<file path="src/rtl/fifo_wr_packer.sv">
// Write-side packer for the synchronous FIFO: gathers RATIO narrow beats into one
// FIFO-wide word (little-endian lanes) and drives winc/wdata behind a one-word hold slot.
module fifo_wr_packer #(
  parameter int unsigned IN_WIDTH  = 8,
  parameter int unsigned RATIO     = 4,
  parameter int unsigned CNT_WIDTH = 16
) (
  input  logic                          wclk,
  input  logic                          rst_n,
  input  logic                          in_valid,
  input  logic [IN_WIDTH-1:0]           in_data,
  input  logic                          in_last,
  output logic                          in_ready,
  input  logic                          flush,
  input  logic                          wfull,
  output logic                          winc,
  output logic [IN_WIDTH*RATIO-1:0]     wdata,
  output logic [$clog2(RATIO):0]        lanes,
  output logic [CNT_WIDTH-1:0]          word_count
);

  localparam int unsigned OUT_WIDTH = IN_WIDTH * RATIO;
  localparam int unsigned LANE_W    = $clog2(RATIO);

  logic [OUT_WIDTH-1:0] asm_q, asm_d;
  logic [LANE_W-1:0]    lane_q, lane_d;
  logic [OUT_WIDTH-1:0] hold_q, hold_d;
  logic                 hold_valid_q, hold_valid_d;
  logic                 flush_pend_q, flush_pend_d;
  logic [CNT_WIDTH-1:0] cnt_q, cnt_d;

  logic                 slot_free, acc, take, flush_req, has_data;
  logic                 close_beat, close_flush;
  logic [OUT_WIDTH-1:0] merged;

  // Hold slot is usable when empty or being drained by the FIFO this cycle
  assign take      = hold_valid_q & ~wfull;
  assign slot_free = ~hold_valid_q | ~wfull;
  assign acc       = in_valid & slot_free;
  assign flush_req = flush | flush_pend_q;
  assign has_data  = (lane_q != '0);

  // Upper lanes of asm_q are always zero, so the merged word is already padded
  always_comb begin
    merged = asm_q;
    for (int k = 0; k < int'(RATIO); k++) begin
      if (LANE_W'(k) == lane_q) merged[k*IN_WIDTH +: IN_WIDTH] = in_data;
    end
  end

  assign close_beat  = acc & ((lane_q == LANE_W'(RATIO - 1)) | in_last | flush_req);
  assign close_flush = ~acc & flush_req & has_data & slot_free;

  always_comb begin
    asm_d        = asm_q;
    lane_d       = lane_q;
    hold_d       = hold_q;
    hold_valid_d = hold_valid_q & ~take;
    flush_pend_d = 1'b0;
    cnt_d        = cnt_q + CNT_WIDTH'(take);
    if (close_beat) begin
      hold_d       = merged;
      hold_valid_d = 1'b1;
      asm_d        = '0;
      lane_d       = '0;
    end else if (acc) begin
      asm_d  = merged;
      lane_d = lane_q + LANE_W'(1);
    end else if (close_flush) begin
      hold_d       = asm_q;
      hold_valid_d = 1'b1;
      asm_d        = '0;
      lane_d       = '0;
    end else if (flush_req && has_data) begin
      // Hold slot blocked: remember the flush until it can be honoured
      flush_pend_d = 1'b1;
    end
  end

  always_ff @(posedge wclk or negedge rst_n) begin
    if (!rst_n) begin
      asm_q        <= '0;
      lane_q       <= '0;
      hold_q       <= '0;
      hold_valid_q <= 1'b0;
      flush_pend_q <= 1'b0;
      cnt_q        <= '0;
    end else begin
      asm_q        <= asm_d;
      lane_q       <= lane_d;
      hold_q       <= hold_d;
      hold_valid_q <= hold_valid_d;
      flush_pend_q <= flush_pend_d;
      cnt_q        <= cnt_d;
    end
  end

  assign winc       = take;
  assign in_ready   = slot_free;
  assign wdata      = hold_q;
  assign lanes      = {1'b0, lane_q};
  assign word_count = cnt_q;

endmodule

</file>
<file path="config.mk">
export PLATFORM = sky130hd
export DESIGN_NAME = fifo_wr_packer
export DESIGN_NICKNAME = d
export VERILOG_FILES = /design/src/rtl/fifo_wr_packer.sv
export SDC_FILE = /design/constraint.sdc
export NUM_CORES = 1
export LEC_CHECK = 0
export ABC_AREA = 0
export CORE_ASPECT_RATIO = 0.6
export CORE_UTILIZATION = 40
export CTS_BUF_LIST = sky130_fd_sc_hd__clkbuf_2
export CTS_CLUSTER_SIZE = 30
export DETAILED_ROUTE_END_ITERATION = 12
export DONT_BUFFER_PORTS = 1
export PLACE_DENSITY = 0.52
export SYNTH_ARGS = -nofsm -noshare
export SYNTH_HDL_FRONTEND = slang
export SYNTH_SLANG_ARGS = --single-unit
</file>
<file path="constraint.sdc">
create_clock -name wclk -period 2.35 [get_ports wclk]
set_input_delay 0.1175 -clock wclk [delete_from_list [all_inputs] [get_ports wclk]]
set_output_delay 0.1175 -clock wclk [all_outputs]
set_load 0.02 [all_outputs]
</file>
# After elaboration in Yosys (flattened, before gate mapping)
# Cells that the tools add are included.
# classes
addsub	2
n_eq_ne	5
mux	20
bitwise	15
reduce_logical	6
# op_table
op	count
2-to-1 mux 32 bit	6
2-to-1 mux 8 bit	4
adder 16 x 1 -> 16 bit	1
AND 1 bit	7
2-to-1 mux 1 bit	7
2-to-1 mux 2 bit	3
equality test 2 bit, first input constant	2
inverter 1 bit	4
OR 1 bit	4
nonzero test 2 bit	2
nonzero test 3 bit	1
adder 2 x 1 -> 2 bit, second input constant	1
equality test 1 x 2 -> 1 bit, first input constant	1
equality test 2 bit, second input constant	1
zero test 2 bit	1
!= test 2 x 1 -> 1 bit, second input constant	1
AND reduction 2 bit	1
logical AND 1 bit	1
# totals
regBits	84
inputBits	14
output_inout_bits	53
wordCells	54

# Depth between registers and ports, before layout
# Gate-level depths: netlist of run 1.
# logic_depth
ltp_word	10
depth_mapped	8
mapped_depth_nobuf	6

# Worst setup path after synthesis of run 1
# Ideal clock, no wire load.
# synth_path
kind	register to register
from	reg lane_q[0]
to	reg hold_q[10] (netlist: wdata[10])
setup_time_ns	0.126
t_arrival_ns	1.885
required_ns	2.224
slack_ns	0.339
stages_incl_launch_ff	9
synth_period_minus_slack_ns	2.011
cell_sequence	dfrtp_1 -> inv_1 -> ha_1 -> buf_8 -> o21ba_2 -> and2_1 -> clkbuf_1 -> buf_2 -> a221o_2
# synth_between
elab_chain_cells	6
word_cells_on_any_way	13
cone_classes	3 x eq/ne; 2 x mux; 5 x bitwise; 3 x reduce/logical
# synth_lines
element	line_no	rtl
start: declaration	26	logic [LANE_W-1:0] lane_q, lane_d;
start signal: assignment	90	lane_q <= lane_d;
equality test 2 bit	51	assign close_beat = acc & ((lane_q == LANE_W'(RATIO - 1)) | in_last | flush_req);
OR 1 bit (2 in series)	51	
AND 1 bit	51	
!= test 2 x 1 -> 1 bit (no source line) or nonzero test 2 bit (tied branches)	--	
AND reduction 2 bit (no source line)	--	
end signal: assignment	91	hold_q <= hold_d;
end: declaration	27	logic [OUT_WIDTH-1:0] hold_q, hold_d;
# Several ways; a longest one is shown, not always the timed one.
# A chain may end at the register's enable or synchronous reset.

# Final worst setup path of run 1
# layout_path
from	reg lane_q[0]
to	reg hold_valid_q
# layout_between
elab_chain_cells	6
word_cells_on_any_way	10
cone_classes	1 x eq/ne; 3 x mux; 5 x bitwise; 1 x reduce/logical
# layout_lines
element	line_no	rtl
nonzero test 2 bit	41	assign has_data = (lane_q != '0);
AND 1 bit (2 in series)	52	assign close_flush = ~acc & flush_req & has_data & slot_free;
2-to-1 mux 1 bit	69	end else if (close_flush) begin
2-to-1 mux 1 bit	66	end else if (acc) begin
2-to-1 mux 1 bit (*)	61	if (close_beat) begin
via hold_valid_d	28	logic hold_valid_q, hold_valid_d;
end signal: assignment	92	hold_valid_q <= hold_valid_d;
end: declaration	28	
# The timed path passes the listed nets; every way through them passes the cells marked *.

==> results.md, run 1 <==
* Max Cap Viol at 0
* Core Box Area at 0.009290 mm^2
* Share of layout cells above drive strength 1 at 20.06%
* Clock group share of total power at 22.7%
* Main synth FF type: dfrtp_1
* Crit path buf inv count at 2
* Via count at 2627
* CP required at 2.79 ns
* Fin nets at 341
* Final Max Tran Viols at 0
* Insertion delay to the later sink of the worst-skew pair at 0.52 ns
* Die Span X at 129.0 um
* Sw Share at 33.92%
* Via density at 5.786
* DRT iter0 DRCs at 194
* Worst Clk Skew at 0.01364 ns
* CP cell instances: buf_4, ha_1, or4_4, nand2_1, o211ai_1, dlygate4sd3_1
* Number of enable flip-flop cells after synthesis at 0
* Mean Syn Cell Area at 12.73 um^2
* Clk slew on worst S/H paths at 0.20 ns
* Post-Syn Area at 0.003870 mm^2
* Data arrival, critical path at 2.69 ns
* Worst setup margin at 0.09469 ns
* Diodes inserted at 0
* Combinational Power Share at 16.7%
* Post-CTS Resized at 0
* CTS tree: yes
* Worst slew margin at 49.84%
* Worst-Margin Slew at 0.7524 ns
* Bufs on Longest Clock Path at 2
* Area Overhead vs Synth at 10.38%
* Final wirelength at 9.808 mm
* Num CTS Buffers at 9
* I/O Buffers at 0
* Register bit count reported by yosys at 84
* Hold Path Class: input pin to register
* Fin cells at 454
* Maximum clock rate at 443.4 MHz
* Ys Warns at 0
* Pwr dens at 723.8 mW/mm^2
* CP max FO at 5
* Outcome: finished clean
* First-pass GRT wire length at 15.55 mm
* RSZ-0062 raised after global routing: no
* Crit end category: register
* Root Buffer: clkbuf_2
* Vias in the first global route at 2607
* Mapped Cells at 304
* Post-synthesis sequential area ratio at 54.32%
* Die H at 78.19 um
* VDD IR-drop max at 0.3101 mV
* Sequential share of power at 60.6%
* Fillers at 874
* Yosys cell types at 36
* Die area at 0.01009 mm^2
* CP Launch Type: register
* Avg WL per Cell at 21.60 um
* Pint at 0.002043 W
* CP Class: register to register
* Final setup TNS at 0 ns
* Global route total overflow at 0
* Antenna violations before repair at 0
* FFs w/ async S/R, synth at 100.0%
* Placer Congestion at 0.7396
* Placed cell areas at 0.004001 mm^2
* # IOs at 67
* DRC viols at 0
* H-tree depth at 3
* Mapped Nets at 324
* Largest stage delay, worst path at 0.59 ns
* Psw at 0.001049 W
* Fin area at 0.004272 mm^2
* Core Rows at 27
* Slowest-stage cell, CP: or4_4
* Final ANT Viol Nets at 0
* Clk sink count at 84
* # setup viols final at 0
* CP delay by family, top: buffers and inverters
* Final hold violations at 0
* Maximum number of pins on one net before global-route repair at 85
* DP HPWL at 5.915 mm
* Placed Cells at 424
* Final core utilization at 45.98%
* Final period util at 95.97%
* DP Worst Slack at 0.3118 ns
* Initial Util at 41.66%
* GRT Total Usage at 20.99%
* Crit path time final at 2.255 ns
* Drt pass-1 iters at 4
* Lkg Pwr at 1.877 nW
Yosys cell counts, types with 3 or more instances:
cell type / instances / area, um^2
buf_6: 6 / 67.56
inv_1: 4 / 15.01
xor2_1: 10 / 87.58
dfrtp_1: 84 / 2102
buf_2: 5 / 25.02
nor4_1: 4 / 25.02
nand2_1: 7 / 26.28
a221o_2: 31 / 349.1
nand3_1: 5 / 25.02
nor3_1: 37 / 185.2
clkbuf_1: 11 / 41.29
ha_1: 6 / 75.07
o2bb2ai_1: 32 / 280.3
nand4_1: 3 / 18.77
mux2i_1: 32 / 320.3
nor2_1: 4 / 15.01
xnor2_1: 4 / 35.03
sequential cells by signal, indices dropped and copies added, names as in the netlist:
signal,count
flush_pend_q,1
lane_q,2
asm_q,32
wdata,32
hold_valid_q,1
word_count,16
metrics by stage:
| stage | hold slack (ns) | total power [W] |
|---|---|---|
| detailed placement | -0.1759 | 0.002351 |
| global placement | -0.1758 | 0.002348 |
| finish | 0.09950 | 0.003092 |
| CTS | 0.04386 | 0.003137 |
| global route | 0.07386 | 0.003272 |
| floorplan | -0.1781 | 0.002224 |
repair_timing:
item	CTS	global route
setup buffers	0	0
hold buffers	16	0
setup endpoints to repair	0	0
hold endpoints to repair	152	0
power by group through the flow:
| stage | sequential, W | combinational (W) | clock (W) |
|---|---|---|---|
| final | 0.00187 | 0.000517 | 0.000702 |
| after floorplan | 0.00187 | 0.000358 | 0 |
| after detailed placement | 0.00190 | 0.000449 | 0 |
| after global routing | 0.00190 | 0.000569 | 0.000798 |
| after global placement | 0.00190 | 0.000446 | 0 |
| after CTS | 0.00187 | 0.000522 | 0.000740 |
placed cells by master, fill, tap and decap left out, drive strengths merged, types with 3 or more instances in the layout:
| cell type | netlist | final |
|---|---|---|
| dfrtp | 84 | 84 |
| nor3 | 37 | 37 |
| mux2i | 32 | 32 |
| o2bb2ai | 32 | 32 |
| a221o | 32 | 32 |
| buf | 14 | 16 |
| dlygate4sd3 | 0 | 15 |
| xor2 | 10 | 10 |
| clkbuf | 11 | 10 |
| nand2 | 7 | 7 |
| ha | 6 | 6 |
| nand3 | 5 | 5 |
| nor4 | 5 | 5 |
| inv | 4 | 4 |
| xnor2 | 4 | 4 |
| nor2 | 4 | 4 |
| nand4 | 3 | 3 |
| clkinv | 0 | 3 |
worst paths after layout:
check	from	endpoint	slack (ns)	cells past startpoint
setup / recovery	lane_q[0]$_DFFE_PN0P_	hold_valid_q$_DFF_PN0_	0.09	6
hold / removal	wfull	lane_q[1]$_DFFE_PN0P_	0.1	3
setup reg to reg	lane_q[0]$_DFFE_PN0P_	hold_valid_q$_DFF_PN0_	0.09	6
hold reg to reg	asm_q[8]$_DFFE_PN0P_	asm_q[8]$_DFFE_PN0P_	0.54	1
max in group asynchronous	rst_n	wdata[8]$_DFFE_PN0P_	1.85	2
min in group asynchronous	rst_n	flush_pend_q$_DFF_PN0_	0.11	2
cell type report:
cell class	count	area (um^2)	area share, %
Multi-Input combinational cell	191	1597	37.38
Timing Repair Buffer	31	302.8	7.088
Clock inverter	4	42.54	0.9959
Clock buffer	10	50.05	1.172
Inverter	4	15.01	0.3515
Sequential cell	84	2102	49.21
Tap cell	130	162.7	3.808
per-layer routing:
| metal | global-route usage [%] | share of wire, % | up-vias |
|---|---|---|---|
| met1 | 31.63 | 53 | 1345 |
| met3 | 6.339 | 5.8 | 7 |
| met5 | 0 | 0 | - |
| li1 | - | - | 1212 |
| met4 | 5.412 | 0.79 | 0 |
| met2 | 28.76 | 41 | 63 |
worst min-delay path, delay by kind of cell:
family / cells / cell delay [ns]
buffers and inverters: 1 / 0.16
AO/OA/AOI/OAI: 2 / 0.33
cell families after synthesis:
logic type | count (synthesis) | share of synthesized area (%)
compound gates | 74 | 18.88
xor+xnor | 14 | 3.168
fa+ha+maj | 6 | 1.940
buf+inv | 29 | 4.526
flops | 84 | 54.32
mux | 32 | 8.277
other cells | 1 | 0.09690
simple gates | 64 | 8.794
Note: power is estimated with default switching activity, not from simulation.
==> inputs of run 2 (changes only) <==
CELL_PAD_IN_SITES_DETAIL_PLACEMENT = 0   (was not set)
CELL_PAD_IN_SITES_GLOBAL_PLACEMENT = 1   (was not set)
PLACE_DENSITY = 0.63   (was 0.52)
==> results.md, run 2 (synthesis gave the netlist of run 1 again) <==
* Worst Clk Skew at 0.02207 ns
* Initial Util at 41.66%
* Pwr dens at 748.5 mW/mm^2
* Worst slew margin at 57.09%
* Commonest cells after routing, fill and taps aside: 84 x dfrtp_1, 37 x nor3_1, 32 x mux2i_1, 32 x o2bb2ai_1, 31 x a221o_2
* Vias in the first global route at 2727
* Fillers at 870
* Final setup TNS at 0 ns
* Final hold violations at 0
* Avg WL per Cell at 22.29 um
* # IOs at 67
* Final ANT Viol Nets at 0
* Via count at 2705
* Area Overhead vs Synth at 12.03%
* Register area at 0.002102 mm^2
* Largest stage delay, worst path at 0.59 ns
* DP Worst Slack at 0.2509 ns
* Maximum number of pins on one net before global-route repair at 85
* Num CTS Buffers at 9
* # setup viols final at 0
* Drt pass-1 iters at 4
* Die area at 0.01009 mm^2
* First-pass GRT wire length at 16.10 mm
* H-tree depth at 3
* Outcome: finished clean
* DRT iter0 DRCs at 165
* Share of layout cells above drive strength 1 at 20.73%
* Die H at 78.19 um
* Bufs on Longest Clock Path at 2
* Crit end category: register
* Hold slack at 0.06856 ns
* Max Cap Viol at 0
* DP HPWL at 6.232 mm
* Slowest-stage cell, CP: or4_4
* Via density at 5.893
* Final period util at 96.84%
* CP required at 2.80 ns
* CP max FO at 5
* Worst setup margin at 0.07431 ns
* R2r setup slk at 0.07 ns
* CTS tree: yes
* Die Span X at 129.0 um
* CP Launch Type: register
* Total power at 0.003245 W
* Root Buffer: clkbuf_2
* Global route total overflow at 0
* Core Rows at 27
* VDD IR-drop max at 0.3017 mV
* I/O Buffers at 0
* Hold Path Class: input pin to register
* Final Max Tran Viols at 0
* Clk sink count at 84
* Lkg Pwr at 1.903 nW
* Final wirelength at 10.23 mm
* RSZ-0062 raised after global routing: no
* Core Box Area at 0.009290 mm^2
* CP Class: register to register
* Post-CTS Resized at 0
* Clk slew on worst S/H paths at 0.23 ns
* Most common cell after layout, fill and taps aside: dfrtp_1
* CP cell instances: ha_1, or4_4, nand2_1, o211ai_1, dlygate4sd3_1
* Placer Congestion at 0.7490
* Worst-Margin Slew at 0.6436 ns
* Fin cells at 459
* Placed Cells at 426
* Data arrival, critical path at 2.73 ns
* Insertion delay to the later sink of the worst-skew pair at 0.54 ns
* Crit path time final at 2.276 ns
* Antenna violations before repair at 2
* GRT Total Usage at 21.72%
* Multi-input gate area at 0.001597 mm^2
* Maximum clock rate at 439.4 MHz
* DRC viols at 0
* Fin nets at 343
-- run 2: changes by cell type in the layout (fill, tap and decap cells not counted) --
cell	before	now
clkinv_1	2	3
buf_4	14	15
buf_12	1	2
clkinv_2	1	2
clkbuf_2	10	9
bufinv_16	1	2
diode_2	0	1
-- run 2: layout make-up --
type,instances,area share [%]
inverter,4,0.3463
multi-input combinational,191,36.83
timing repair buffer,33,7.619
tap,130,3.752
sequential,84,48.48
clock inverter,7,1.876
clock buffer,9,1.039
antenna,1,0.05772
-- run 2: routing by layer --
layer / track usage (%) / up-vias / wire length [um]
met4: 5.176 / 2 / 104
met2: 29.89 / 66 / 4226
met3: 8.180 / 11 / 768
li1: - / 1227 / -
met1: 31.71 / 1399 / 5120
met5: 0 / - / 10
-- run 2: path summary, 6_finish.rpt --
check                                 startpoint                      to  cells past startpoint
setup / recovery           lane_q[1]$_DFFE_PN0P_  hold_valid_q$_DFF_PN0_                      5
hold / removal                          in_valid   lane_q[1]$_DFFE_PN0P_                      3
setup reg to reg           lane_q[1]$_DFFE_PN0P_  hold_valid_q$_DFF_PN0_                      5
hold reg to reg            asm_q[13]$_DFFE_PN0P_   asm_q[13]$_DFFE_PN0P_                      1
max in group asynchronous                  rst_n   wdata[13]$_DFFE_PN0P_                      2
min in group asynchronous                  rst_n    wdata[6]$_DFFE_PN0P_                      2
-- run 2: power breakdown --
part	total [W]	leakage, nW	switching, W	internal (W)
logic	0.000528	0.693	0.000297	0.000232
registers	0.00188	1.13	0.000294	0.00159
clock network	0.000838	0.0782	0.000499	0.000338
-- run 2: worst max-delay path: cells and delay by family, from the launching register on --
kind	cells	cell delay, ns
fa+ha+maj	1	0.30
simple gates	2	0.69
flops	1	0.54
compound gates	1	0.08
buf+inv	1	0.58
-- run 2: what timing repair did --
item                       CTS  global route
buffers inserted             0             0
setup endpoints to repair    0             0
hold endpoints to repair   153             0
hold buffers                16             0
-- run 2: metrics by stage --
step | instance area [um^2] | util, %
floorplan | 3870 | -
global placement | 4029 | 43.37
detailed placement | 4029 | 43.37
CTS | 4333 | 46.64
global route | 4335 | 46.67
finish | 4335 | 46.67
